<file path="src/rtl/mux_rr_sched.sv">
// mux_rr_sched: round-robin owner arbitration for a shared N:1 bit mux.
// Each requester owns one mux input. The scheduler selects the owner through addr and
// registers the mux output so that the owner sees a cycle-aligned data bit.
module mux_rr_sched #(
  parameter int unsigned N_REQ    = 7,
  parameter int unsigned ADDR_W   = 3,
  parameter int unsigned MAX_HOLD = 4
) (
  input  logic              clk,
  input  logic              rst,
  input  logic [N_REQ-1:0]  req,
  input  logic [N_REQ-1:0]  done,
  input  logic              res_in,
  output logic [ADDR_W-1:0] addr,
  output logic [N_REQ-1:0]  gnt,
  output logic              gnt_valid,
  output logic              data_out,
  output logic              data_valid
);

  // hold_cnt needs at least one bit, even when MAX_HOLD is 1
  localparam int unsigned       HOLD_W    = (MAX_HOLD > 1) ? $clog2(MAX_HOLD) : 1;
  localparam logic [HOLD_W-1:0] HOLD_LAST = HOLD_W'(MAX_HOLD - 1);
  // The pointer starts at the last requester, so the first search begins at requester 0
  localparam logic [ADDR_W-1:0] PTR_INIT  = ADDR_W'(N_REQ - 1);

  typedef enum logic [1:0] {
    StIdle,
    StGrant,
    StRelease
  } state_e;

  state_e             state;
  logic [HOLD_W-1:0]  hold_cnt;
  logic [ADDR_W-1:0]  ptr;

  logic               win_found;
  logic [ADDR_W-1:0]  win_idx;
  logic [N_REQ-1:0]   win_oh;

  logic               own_done;
  logic               own_drop;
  logic               hold_last;
  logic               grant_exit;

  // Winner search: first set req bit strictly after ptr, then wrap to 0..ptr
  always_comb begin
    win_found = 1'b0;
    win_idx   = '0;
    for (int unsigned i = 0; i < N_REQ; i++) begin
      if (!win_found && req[i] && (ADDR_W'(i) > ptr)) begin
        win_found = 1'b1;
        win_idx   = ADDR_W'(i);
      end
    end
    for (int unsigned i = 0; i < N_REQ; i++) begin
      if (!win_found && req[i] && (ADDR_W'(i) <= ptr)) begin
        win_found = 1'b1;
        win_idx   = ADDR_W'(i);
      end
    end
    win_oh = N_REQ'(1) << win_idx;
  end

  // Release conditions look only at the owner's bits; gnt is one-hot while granting
  always_comb begin
    own_done   = |(done & gnt);
    own_drop   = ~|(req & gnt);
    hold_last  = (hold_cnt == HOLD_LAST);
    grant_exit = own_done | own_drop | hold_last;
  end

  // Scheduler FSM with registered grant outputs
  always_ff @(posedge clk) begin
    if (rst) begin
      state     <= StIdle;
      addr      <= '0;
      gnt       <= '0;
      gnt_valid <= 1'b0;
      hold_cnt  <= '0;
      ptr       <= PTR_INIT;
    end else begin
      unique case (state)
        StIdle: begin
          if (win_found) begin
            state     <= StGrant;
            addr      <= win_idx;
            gnt       <= win_oh;
            gnt_valid <= 1'b1;
            hold_cnt  <= '0;
          end
        end
        StGrant: begin
          if (grant_exit) begin
            state     <= StRelease;
            gnt       <= '0;
            gnt_valid <= 1'b0;
            ptr       <= addr;
            hold_cnt  <= '0;
          end else begin
            hold_cnt  <= hold_cnt + HOLD_W'(1);
          end
        end
        StRelease: begin
          // addr keeps the last owner, so the mux input stays stable during the gap
          state <= StIdle;
        end
        default: begin
          state     <= StIdle;
          gnt       <= '0;
          gnt_valid <= 1'b0;
        end
      endcase
    end
  end

  // Sample the mux output while a grant is active; data_valid follows gnt_valid by one cycle
  always_ff @(posedge clk) begin
    if (rst) begin
      data_out   <= 1'b0;
      data_valid <= 1'b0;
    end else begin
      if (gnt_valid) begin
        data_out <= res_in;
      end
      data_valid <= gnt_valid;
    end
  end

endmodule

</file>
<file path="config.mk">
export PLATFORM = sky130hd
export DESIGN_NAME = mux_rr_sched
export DESIGN_NICKNAME = d
export VERILOG_FILES = /design/src/rtl/mux_rr_sched.sv
export SDC_FILE = /design/constraint.sdc
export NUM_CORES = 1
export LEC_CHECK = 0
export CAP_MARGIN = 5
export CORE_ASPECT_RATIO = 0.8
export CORE_MARGIN = 3
export CORE_UTILIZATION = 52
export DETAILED_ROUTE_END_ITERATION = 6
export HOLD_SLACK_MARGIN = 0.05
export PLACE_DENSITY = 0.83
export SKIP_LAST_GASP = 1
export SLEW_MARGIN = 0
export SYNTH_ARGS = -nofsm -noshare
export SYNTH_HDL_FRONTEND = slang
export SYNTH_SLANG_ARGS = --single-unit
</file>
<file path="constraint.sdc">
create_clock -name clk -period 2.8 [get_ports clk]
set_input_delay 0.42 -clock clk [delete_from_list [all_inputs] [get_ports clk]]
set_output_delay 0.42 -clock clk [all_outputs]
set_load 0.01 [all_outputs]
</file>
==> results of run 1 <==
==> power groups by stage <==
stage	Sequential [uW]	Clock, uW	Combinational, uW
2_1_floorplan	399	0	302
3_3_place_gp	404	0	450
3_5_place_dp	406	0	461
4_1_cts	401	241	465
5_1_grt	411	251	510
6_report	404	235	470
==> kinds of logic (layout without fill, tap and decap cells) <==
group | Yosys count | after routing
AO/OA/AOI/OAI | 46 | 46
adder cells (fa/ha/maj) | 1 | 1
buffers and inverters | 17 | 49
flip-flops | 20 | 20
multiplexers | 3 | 3
AND/OR/NAND/NOR | 55 | 55
==> cells in the final DEF (no fill, tap or decap), drive strengths merged, types with 2 or more instances in the layout <==
master / n
nand2: 5
nand3: 5
nor3: 3
a32o: 2
a211o: 3
dfxtp: 20
mux2i: 3
o32ai: 3
nor2: 17
or3: 3
nor2b: 3
inv: 11
and3: 3
a311oi: 2
a211oi: 3
and2: 2
nand4: 2
nor4: 2
clkdlybuf4s50: 29
a22oi: 5
a22o: 4
a31oi: 5
nand2b: 4
buf: 5
a31o: 3
a21oi: 4
o21ai: 2
clkbuf: 3
==> layout make-up <==
cell class | instances | area, um2
multi-input cells | 105 | 743
fillers | 178 | 599
flip-flops and latches | 20 | 400
repair buffers | 34 | 328
inverters | 11 | 41.3
well taps | 25 | 31.3
clock inverters | 1 | 30.0
clock buffers | 3 | 22.5
==> worst reg2reg max path: cells and delay by family (launching register included) <==
family	cells	cell delay, ns
AND/OR/NAND/NOR	1	0.30
AO/OA/AOI/OAI	4	1.35
flip-flops	1	0.48
==> path summary, 6_finish.rpt <==
kind / start / endpoint / slack, ns / cells after the start
max: req[5] / gnt[0] / 0.45 / 6
min: hold_cnt[0] / hold_cnt[0] / 0.50 / 1
max reg2reg: ptr[2] / gnt[0] / 0.59 / 5
min reg2reg: hold_cnt[0] / hold_cnt[0] / 0.50 / 1
==> metrics by stage <==
stage	hold WS (ns)	power, uW	util, %	setup WS (ns)	instances
6_report	0.496	1110	72.7	0.446	199
4_1_cts	0.494	1110	72.7	0.476	199
3_5_place_dp	0.491	868	70.3	0.165	195
3_3_place_gp	0.455	854	70.3	0.246	195
2_1_floorplan	0.444	701	-	0.848	142
5_1_grt	0.529	1170	72.7	0.390	199
==> sequential cells by signal, indices dropped and copies added, names as in the netlist <==
signal,cells
addr,3
data_valid,1
gnt_valid,1
data_out,1
state,2
hold_cnt,2
ptr,3
gnt,7
==> per-layer routing <==
metal,GRT usage (%),vias to the layer above,wire length (um)
met5,0,-,0
li1,-,609,-
met3,7.33,2,406
met1,34.9,595,1450
met4,5.54,0,2
met2,34.0,93,1500
==> results.py, run 1 <==
metrics = {
    "yosys": {
        "synth_compound_area_share_pct": 32.1,
        "async_flop_share_pct": 0,
        "syn_area_um2": 1230,
        "synth_top_family_by_area": "compound AO/OA/AOI/OAI gates",
        "post-synth-top-count-cell": "dfxtp_1",
        "synth_area_leaders": "dfxtp_1 (33%), nor2_1 (5.2%), inv_1 (3.4%)",
        "synthAdderAreaFrac_pct": 1.02,
        "synth-xor-area-share_pct": 0,
        "synth_cell_types": 54,
        "synth_edf_count": 0,
        "ys_top_cells_by_count": "dfxtp_1 (20), nor2_1 (17), inv_1 (11)",
        "yosysSeqAreaShare_pct": 32.6,
        "synthMuxAreaShare_pct": 2.45,
        "synth_cells": 142,
        "ys.flop_type": "dfxtp_1",
        "yosysWarnings": 0,
        "synth.net_count": 160,
        "ys_ff_latch": 20,
        "synthSimpleGateAreaFrac_pct": 25.0,
        "synth_area_leader_cell": "dfxtp_1",
        "synth_area_per_cell_um2": 8.64,
        "synth_top_area_share_pct": 32.6,
    },
    "die": {
        "io_pins": 30,
        "core_area_um2": 2200,
        "die_h_um": 49.5,
        "die_w_um": 60.3,
        "rows": 15,
        "dieArea_um2": 2980,
        "initial_core_util_pct": 55.9,
    },
    "power": {
        "p_leak_uw": 0.000596,
        "comb_power_share_pct": 42.3,
        "sw_frac_of_total_pct": 36.0,
        "p_sw_uw": 400,
        "seq_power_share_pct": 36.4,
        "p_int_uw": 710,
        "irDropWorstVdd_uv": 471,
        "p_per_area_nw_per_um2": 695,
        "pwr-share-clk_pct": 21.2,
    },
    "clocking": {
        "path_clk_slew_ns": 0.10,
        "htreeDepth": 1,
        "postCtsSetupRepairBufs": 0,
        "cts_buffers": 3,
        "clock_path_buffers": 2,
        "clk_latency_ns": 0.31,
        "root_buffer": "clkbuf_4",
        "ctsHoldBuffers": 0,
        "clock_sinks": 20,
        "post_cts_resized": 0,
        "cts_tree": "built",
    },
    "global_routing": {
        "antenna_found_initial": 0,
        "grtUsageTotal_pct": 23.9,
        "grt_max_degree": 17,
        "grt_overflow": 0,
        "grt_pass1_wl_um": 5600,
        "grt_pass1_vias": 1258,
    },
    "drt": {
        "ant_nets": 0,
        "drt_iter0_drc": 131,
        "drc_errors": 0,
        "routedWlPerCell_um": 16.8,
        "routed_via_density": 6.53,
        "dr.pass1.iters": 5,
        "drt-total-wl_um": 3350,
        "via_count": 1299,
    },
    "setup_path": {
        "path_cells": "clkdlybuf4s50_1 -> nand2b_4 -> a311o_2 -> a221o_1 -> a31o_1 -> o32ai_2",
        "critPathTopFamily": "compound AO/OA/AOI/OAI gates",
        "worstPathRequired_ns": 3.02,
        "slowest_stage": "clkdlybuf4s50_1",
        "path_buf_inv": 1,
        "cp_slowest_stage_delay_ns": 0.68,
        "cp.arrival_ns": 2.57,
        "start_kind": "input port",
        "end_kind": "flop",
        "critPathMaxFanout": 9,
        "crit_type": "input port to flop",
    },
    "timing": {
        "timing.fmax_mhz": 425,
        "worstMarginPinSlew_ns": 0.609,
        "rsz0062_at_grt": "false",
        "finClkSkew_ns": 0.0131,
        "post-route-min-period_ns": 2.35,
        "hold_violations": 0,
        "finalCritPeriodShare_pct": 84.1,
        "finalSetupViolCount": 0,
        "drv_slew": 0,
        "slew_headroom_pct": 59.3,
        "setup_tns_ns": 0,
    },
    "worst_hold_path": {
        "hp-class": "flop to flop",
    },
    "finish": {
        "area_growth_pct": 30.1,
        "nets": 193,
        "design_area_um2": 1600,
        "diodes": 0,
        "drive_gt1_share_pct": 12.1,
    },
    "place": {
        "place_congestion": 0.939,
        "dpl.hpwl_um": 2580,
        "placed_cell_area_um2": 1540,
        "io_buffers": 29,
    },
    "run_status": {
        "status": "finished, final reports clean",
    },
    "flow_run": {
        "cap_violations": 0,
    },
}
No activity file was read; power rests on OpenSTA's default activity.
==> run 2: changes to the inputs <==
--- a/config.mk
+++ b/config.mk
@@ -8,10 +8,10 @@
 export CAP_MARGIN = 5
 export CORE_ASPECT_RATIO = 0.8
 export CORE_MARGIN = 3
-export CORE_UTILIZATION = 52
+export CORE_UTILIZATION = 48
 export DETAILED_ROUTE_END_ITERATION = 6
 export HOLD_SLACK_MARGIN = 0.05
-export PLACE_DENSITY = 0.83
+export PLACE_DENSITY = 0.78
 export SKIP_LAST_GASP = 1
 export SLEW_MARGIN = 0
 export SYNTH_ARGS = -nofsm -noshare
==> constraint.sdc (replaced) <==
create_clock -name clk -period 2.4 [get_ports clk]
set_input_delay 0.36 -clock clk [delete_from_list [all_inputs] [get_ports clk]]
set_output_delay 0.36 -clock clk [all_outputs]
set_load 0.01 [all_outputs]
==> results.py, run 2 (same netlist as run 1, synthesis figures left out) <==
metrics = {
    "run_status": {
        "status": "finished, final reports clean",
    },
    "timing": {
        "finalCritPeriodShare_pct": 90.5,
        "rsz0062_at_grt": "false",
        "timing.fmax_mhz": 461,
        "layout_setup_ws_ns": 0.229,
        "setup_tns_ns": 0,
        "slew_headroom_pct": 75.6,
        "post-route-min-period_ns": 2.17,
        "finClkSkew_ns": 0.00447,
        "hold_violations": 0,
        "worstMarginPinSlew_ns": 0.356,
        "drv_slew": 0,
        "finalSetupViolCount": 0,
    },
    "flow_run": {
        "cap_violations": 0,
    },
    "clocking": {
        "htreeDepth": 1,
        "root_buffer": "clkbuf_4",
        "postCtsSetupRepairBufs": 0,
        "cts_tree": "built",
        "clock_sinks": 20,
        "cts_buffers": 3,
        "path_clk_slew_ns": 0.12,
        "clock_path_buffers": 2,
        "ctsHoldBuffers": 0,
        "clk_latency_ns": 0.30,
        "post_cts_resized": 0,
    },
    "finish": {
        "layout_common_cells": "clkdlybuf4s50_1 (29), dfxtp_1 (20), buf_4 (18)",
        "reg_top3": "gnt (7), addr (3), ptr (3)",
        "drive_gt1_share_pct": 18.2,
        "largest_reg_flops": 7,
        "nets": 206,
        "final_common_cell": "clkdlybuf4s50_1",
        "top_register": "gnt",
        "postLayoutCoreUtil_pct": 73.8,
        "diodes": 0,
        "area_growth_pct": 37.6,
    },
    "drt": {
        "drt-total-wl_um": 3550,
        "routed_via_density": 6.01,
        "dr.pass1.iters": 4,
        "via_count": 1329,
        "drc_errors": 0,
        "routedWlPerCell_um": 16.1,
        "ant_nets": 0,
        "drt_iter0_drc": 118,
    },
    "setup_path": {
        "crit_type": "input port to flop",
        "regToRegSetupSlack_ns": 0.36,
        "reg2reg_to": "gnt[0]",
        "rr_worst_depth": 5,
        "critPathMaxFanout": 6,
        "worstPathRequired_ns": 2.62,
        "start_kind": "input port",
        "path_cells": "clkdlybuf4s50_1 -> nand2b_4 -> a311o_2 -> a221o_1 -> a31o_1 -> o32ai_2",
        "regToRegStartpoint": "ptr[2]",
        "end_kind": "flop",
        "slowest_stage": "clkdlybuf4s50_1",
        "critPathTopFamily": "compound AO/OA/AOI/OAI gates",
        "crit_cells": 6,
        "path_buf_inv": 1,
        "cp.arrival_ns": 2.40,
        "cp-endpoint": "gnt[0]",
        "cp_slowest_stage_delay_ns": 0.64,
        "critPathLaunch": "req[5]",
    },
    "power": {
        "irDropWorstVdd_uv": 456,
        "sw_frac_of_total_pct": 37.7,
        "p_sw_uw": 485,
        "p_int_uw": 802,
        "p_leak_uw": 0.000649,
        "pwr-share-clk_pct": 15.4,
        "p_per_area_nw_per_um2": 762,
        "comb_power_share_pct": 48.2,
        "seq_power_share_pct": 36.3,
    },
    "place": {
        "place_congestion": 0.842,
        "post-place-ws_ns": -0.0536,
        "dpl.hpwl_um": 2850,
        "io_buffers": 29,
    },
    "die": {
        "initial_core_util_pct": 53.6,
        "core_area_um2": 2290,
        "dieArea_um2": 3200,
        "rows": 15,
        "io_pins": 30,
        "die_w_um": 62.5,
        "die_h_um": 51.2,
    },
    "global_routing": {
        "antenna_found_initial": 0,
        "grt_pass1_vias": 1270,
        "grt_overflow": 0,
        "grtUsageTotal_pct": 23.7,
        "grt_pass1_wl_um": 6020,
        "grt_max_degree": 15,
    },
    "worst_hold_path": {
        "hp-class": "flop to flop",
    },
}
[run 2: cell count changes in the layout (fill, tap and decap cells not counted)]
cell / change
buf_4: +13
bufinv_16: -1
clkbuf_8: +1
[run 2: worst min-delay path by stage]
stage	depth (start not counted)	end	start	slack, ns
floorplan	1	data_valid	rst	0.43
global placement	1	hold_cnt[0]	hold_cnt[0]	0.47
detailed placement	1	hold_cnt[0]	hold_cnt[0]	0.48
CTS	1	hold_cnt[0]	hold_cnt[0]	0.50
global route	1	hold_cnt[0]	hold_cnt[0]	0.52
finish	1	hold_cnt[0]	hold_cnt[0]	0.51
[run 2: final cells by class]
type	count	area, um2
clock buffer	4	36.3
fill	197	601
inverter	11	41.3
multi-input combinational	105	743
sequential	20	400
tap	34	42.5
timing repair buffer	47	425
[run 2: metal layers]
layer | vias to the layer above | track usage (%) | part of all wire [%]
li1 | 631 | - | -
met1 | 640 | 33.3 | 46
met2 | 58 | 38.1 | 46
met3 | 0 | 6.15 | 7.6
met4 | 0 | 2.20 | 0
met5 | - | 0 | 0
[run 2: power by group through the flow]
stage | logic (uW) | registers (uW) | clock network, uW
2_1_floorplan | 352 | 465 | 0
3_3_place_gp | 598 | 470 | 0
3_5_place_dp | 612 | 473 | 0
4_1_cts | 616 | 466 | 197
5_1_grt | 673 | 479 | 217
6_report | 621 | 468 | 199
[run 2: metrics by stage]
stage / hold slack (ns) / power, uW / area (um2) / std cells
after floorplan: 0.432 / 818 / 1230 / 142
after global placement: 0.468 / 1070 / 1650 / 217
after detailed placement: 0.478 / 1090 / 1650 / 217
after CTS: 0.500 / 1280 / 1690 / 221
after global routing: 0.515 / 1370 / 1690 / 221
final: 0.506 / 1290 / 1690 / 221
==> run 3: changes to the inputs <==
--- a/config.mk
+++ b/config.mk
@@ -8,10 +8,10 @@
 export CAP_MARGIN = 5
 export CORE_ASPECT_RATIO = 0.8
 export CORE_MARGIN = 3
-export CORE_UTILIZATION = 48
+export CORE_UTILIZATION = 44
 export DETAILED_ROUTE_END_ITERATION = 6
 export HOLD_SLACK_MARGIN = 0.05
-export PLACE_DENSITY = 0.78
+export PLACE_DENSITY = 0.75
 export SKIP_LAST_GASP = 1
 export SLEW_MARGIN = 0
 export SYNTH_ARGS = -nofsm -noshare
==> constraint.sdc (replaced) <==
create_clock -name clk -period 1.83 [get_ports clk]
set_input_delay 0.2745 -clock clk [delete_from_list [all_inputs] [get_ports clk]]
set_output_delay 0.2745 -clock clk [all_outputs]
set_load 0.01 [all_outputs]
==> results.py, run 3 (same netlist as run 1, synthesis figures left out) <==
metrics = {
    "worst_hold_path": {
        "hp-class": "flop to flop",
    },
    "setup_path": {
        "cp.arrival_ns": 2.05,
        "critPathMaxFanout": 5,
        "start_kind": "flop",
        "end_kind": "flop",
        "worstPathRequired_ns": 2.06,
        "crit_type": "flop to flop",
    },
    "finish": {
        "layout_common_cells": "buf_4 (38), clkdlybuf4s50_1 (22), nor2_1 (17)",
        "reg_top3": "gnt (7), addr (3), ptr (3)",
        "largest_reg_flops": 7,
        "top_register": "gnt",
        "design_area_um2": 1980,
        "final_common_cell": "buf_4",
        "drive_gt1_share_pct": 36.2,
        "postLayoutCoreUtil_pct": 78.0,
        "diodes": 0,
        "nets": 232,
        "n_fill_cell": 194,
        "area_growth_pct": 61.5,
    },
    "power": {
        "irDropWorstVdd_uv": 497,
        "p_leak_uw": 0.000807,
        "p_per_area_nw_per_um2": 1010,
    },
    "drt": {
        "routed_via_density": 5.96,
        "drt-total-wl_um": 4390,
        "via_count": 1483,
        "drt_iter0_drc": 112,
        "routedWlPerCell_um": 17.6,
        "drc_errors": 0,
        "dr.pass1.iters": 5,
        "ant_nets": 0,
    },
    "timing": {
        "finalCritPeriodShare_pct": 99.8,
        "slew_headroom_pct": 74.2,
        "layout_setup_ws_ns": 0.00342,
        "finalSetupViolCount": 0,
        "rsz0062_at_grt": "true",
        "drv_slew": 0,
        "setup_tns_ns": 0,
        "post-route-min-period_ns": 1.83,
        "finClkSkew_ns": 0.00179,
        "worstMarginPinSlew_ns": 0.388,
        "hold_violations": 0,
        "timing.fmax_mhz": 547,
    },
    "die": {
        "core_area_um2": 2540,
        "dieArea_um2": 3460,
        "initial_core_util_pct": 48.3,
        "rows": 16,
        "io_pins": 30,
        "die_w_um": 65.1,
        "die_h_um": 53.2,
    },
    "global_routing": {
        "globalRouteMet1Util_pct": 34.7,
        "grt_max_degree": 15,
        "grt_overflow": 0,
        "use_met2_pct": 42.3,
        "grtUsageTotal_pct": 25.7,
        "antenna_found_initial": 0,
        "grt_pass1_wl_um": 6710,
        "grt_pass1_vias": 1412,
        "grt.busiest_layer": "met2",
        "grtUsageMet3_pct": 3.61,
    },
    "place": {
        "place_congestion": 0.833,
        "post-place-ws_ns": -0.510,
        "io_buffers": 29,
        "placed_cell_area_um2": 1810,
        "dpl.hpwl_um": 3080,
    },
    "clocking": {
        "cts_tree": "built",
        "clock_path_buffers": 2,
        "clock_sinks": 20,
        "htreeDepth": 1,
        "clk_latency_ns": 0.31,
        "root_buffer": "clkbuf_4",
        "cts_buffers": 3,
        "ctsHoldBuffers": 0,
        "path_clk_slew_ns": 0.12,
    },
    "run_status": {
        "status": "finished, final reports clean",
    },
    "flow_run": {
        "cap_violations": 0,
    },
}
## run 3: cell type report
cell class / count / area [um2] / area share (%)
Timing Repair Buffer: 73 / 634 / 32.0
Clock buffer: 4 / 36.3 / 1.83
Sequential cell: 20 / 409 / 20.6
Tap cell: 36 / 45.0 / 2.27
Multi-Input combinational cell: 105 / 816 / 41.2
Inverter: 11 / 41.3 / 2.08
## run 3: worst paths after layout
path / cells past startpoint / slack, ns / end / from
worst min-delay path: 1 / 0.46 / hold_cnt[0] / hold_cnt[0]
worst min register to register: 1 / 0.46 / hold_cnt[0] / hold_cnt[0]
worst max register to register: 8 / 0.003 / gnt[1] / ptr[2]
worst max-delay path: 8 / 0.003 / gnt[1] / ptr[2]
## run 3: stage by stage
| step | power [uW] | hold WS, ns | std cells |
|---|---|---|---|
| floorplan | 1070 | 0.346 | 142 |
| global placement | 1500 | 0.468 | 239 |
| detailed placement | 1530 | 0.468 | 239 |
| CTS | 1840 | 0.491 | 245 |
| global route | 2090 | 0.474 | 249 |
| finish | 2000 | 0.459 | 249 |
## run 3: metal layers
layer | up-vias | share of wire (%)
met3 | 8 | 6.9
met5 | - | 0
li1 | 687 | -
met2 | 78 | 46
met4 | 0 | 1.7
met1 | 710 | 45
## run 3: worst max-delay path, stage by stage, from the launching register on
cell	delay, ns
dfxtp_2	0.36
buf_6	0.13
buf_6	0.11
or3_4	0.37
buf_6	0.13
nand3_4	0.08
buf_6	0.10
nand3b_1	0.15
o32ai_2	0.31
## run 3: power breakdown
group          switching (uW)  internal (uW)
combinational             519            598
clock                     152            122
sequential               84.1            521
## run 3: repair_timing
action | 4_1_cts | 5_1_grt
endpoints found under the setup margin | 17 | 14
gates resized for setup | 15 | 19
setup buffers | 2 | 4
pin swaps | 6 | 9
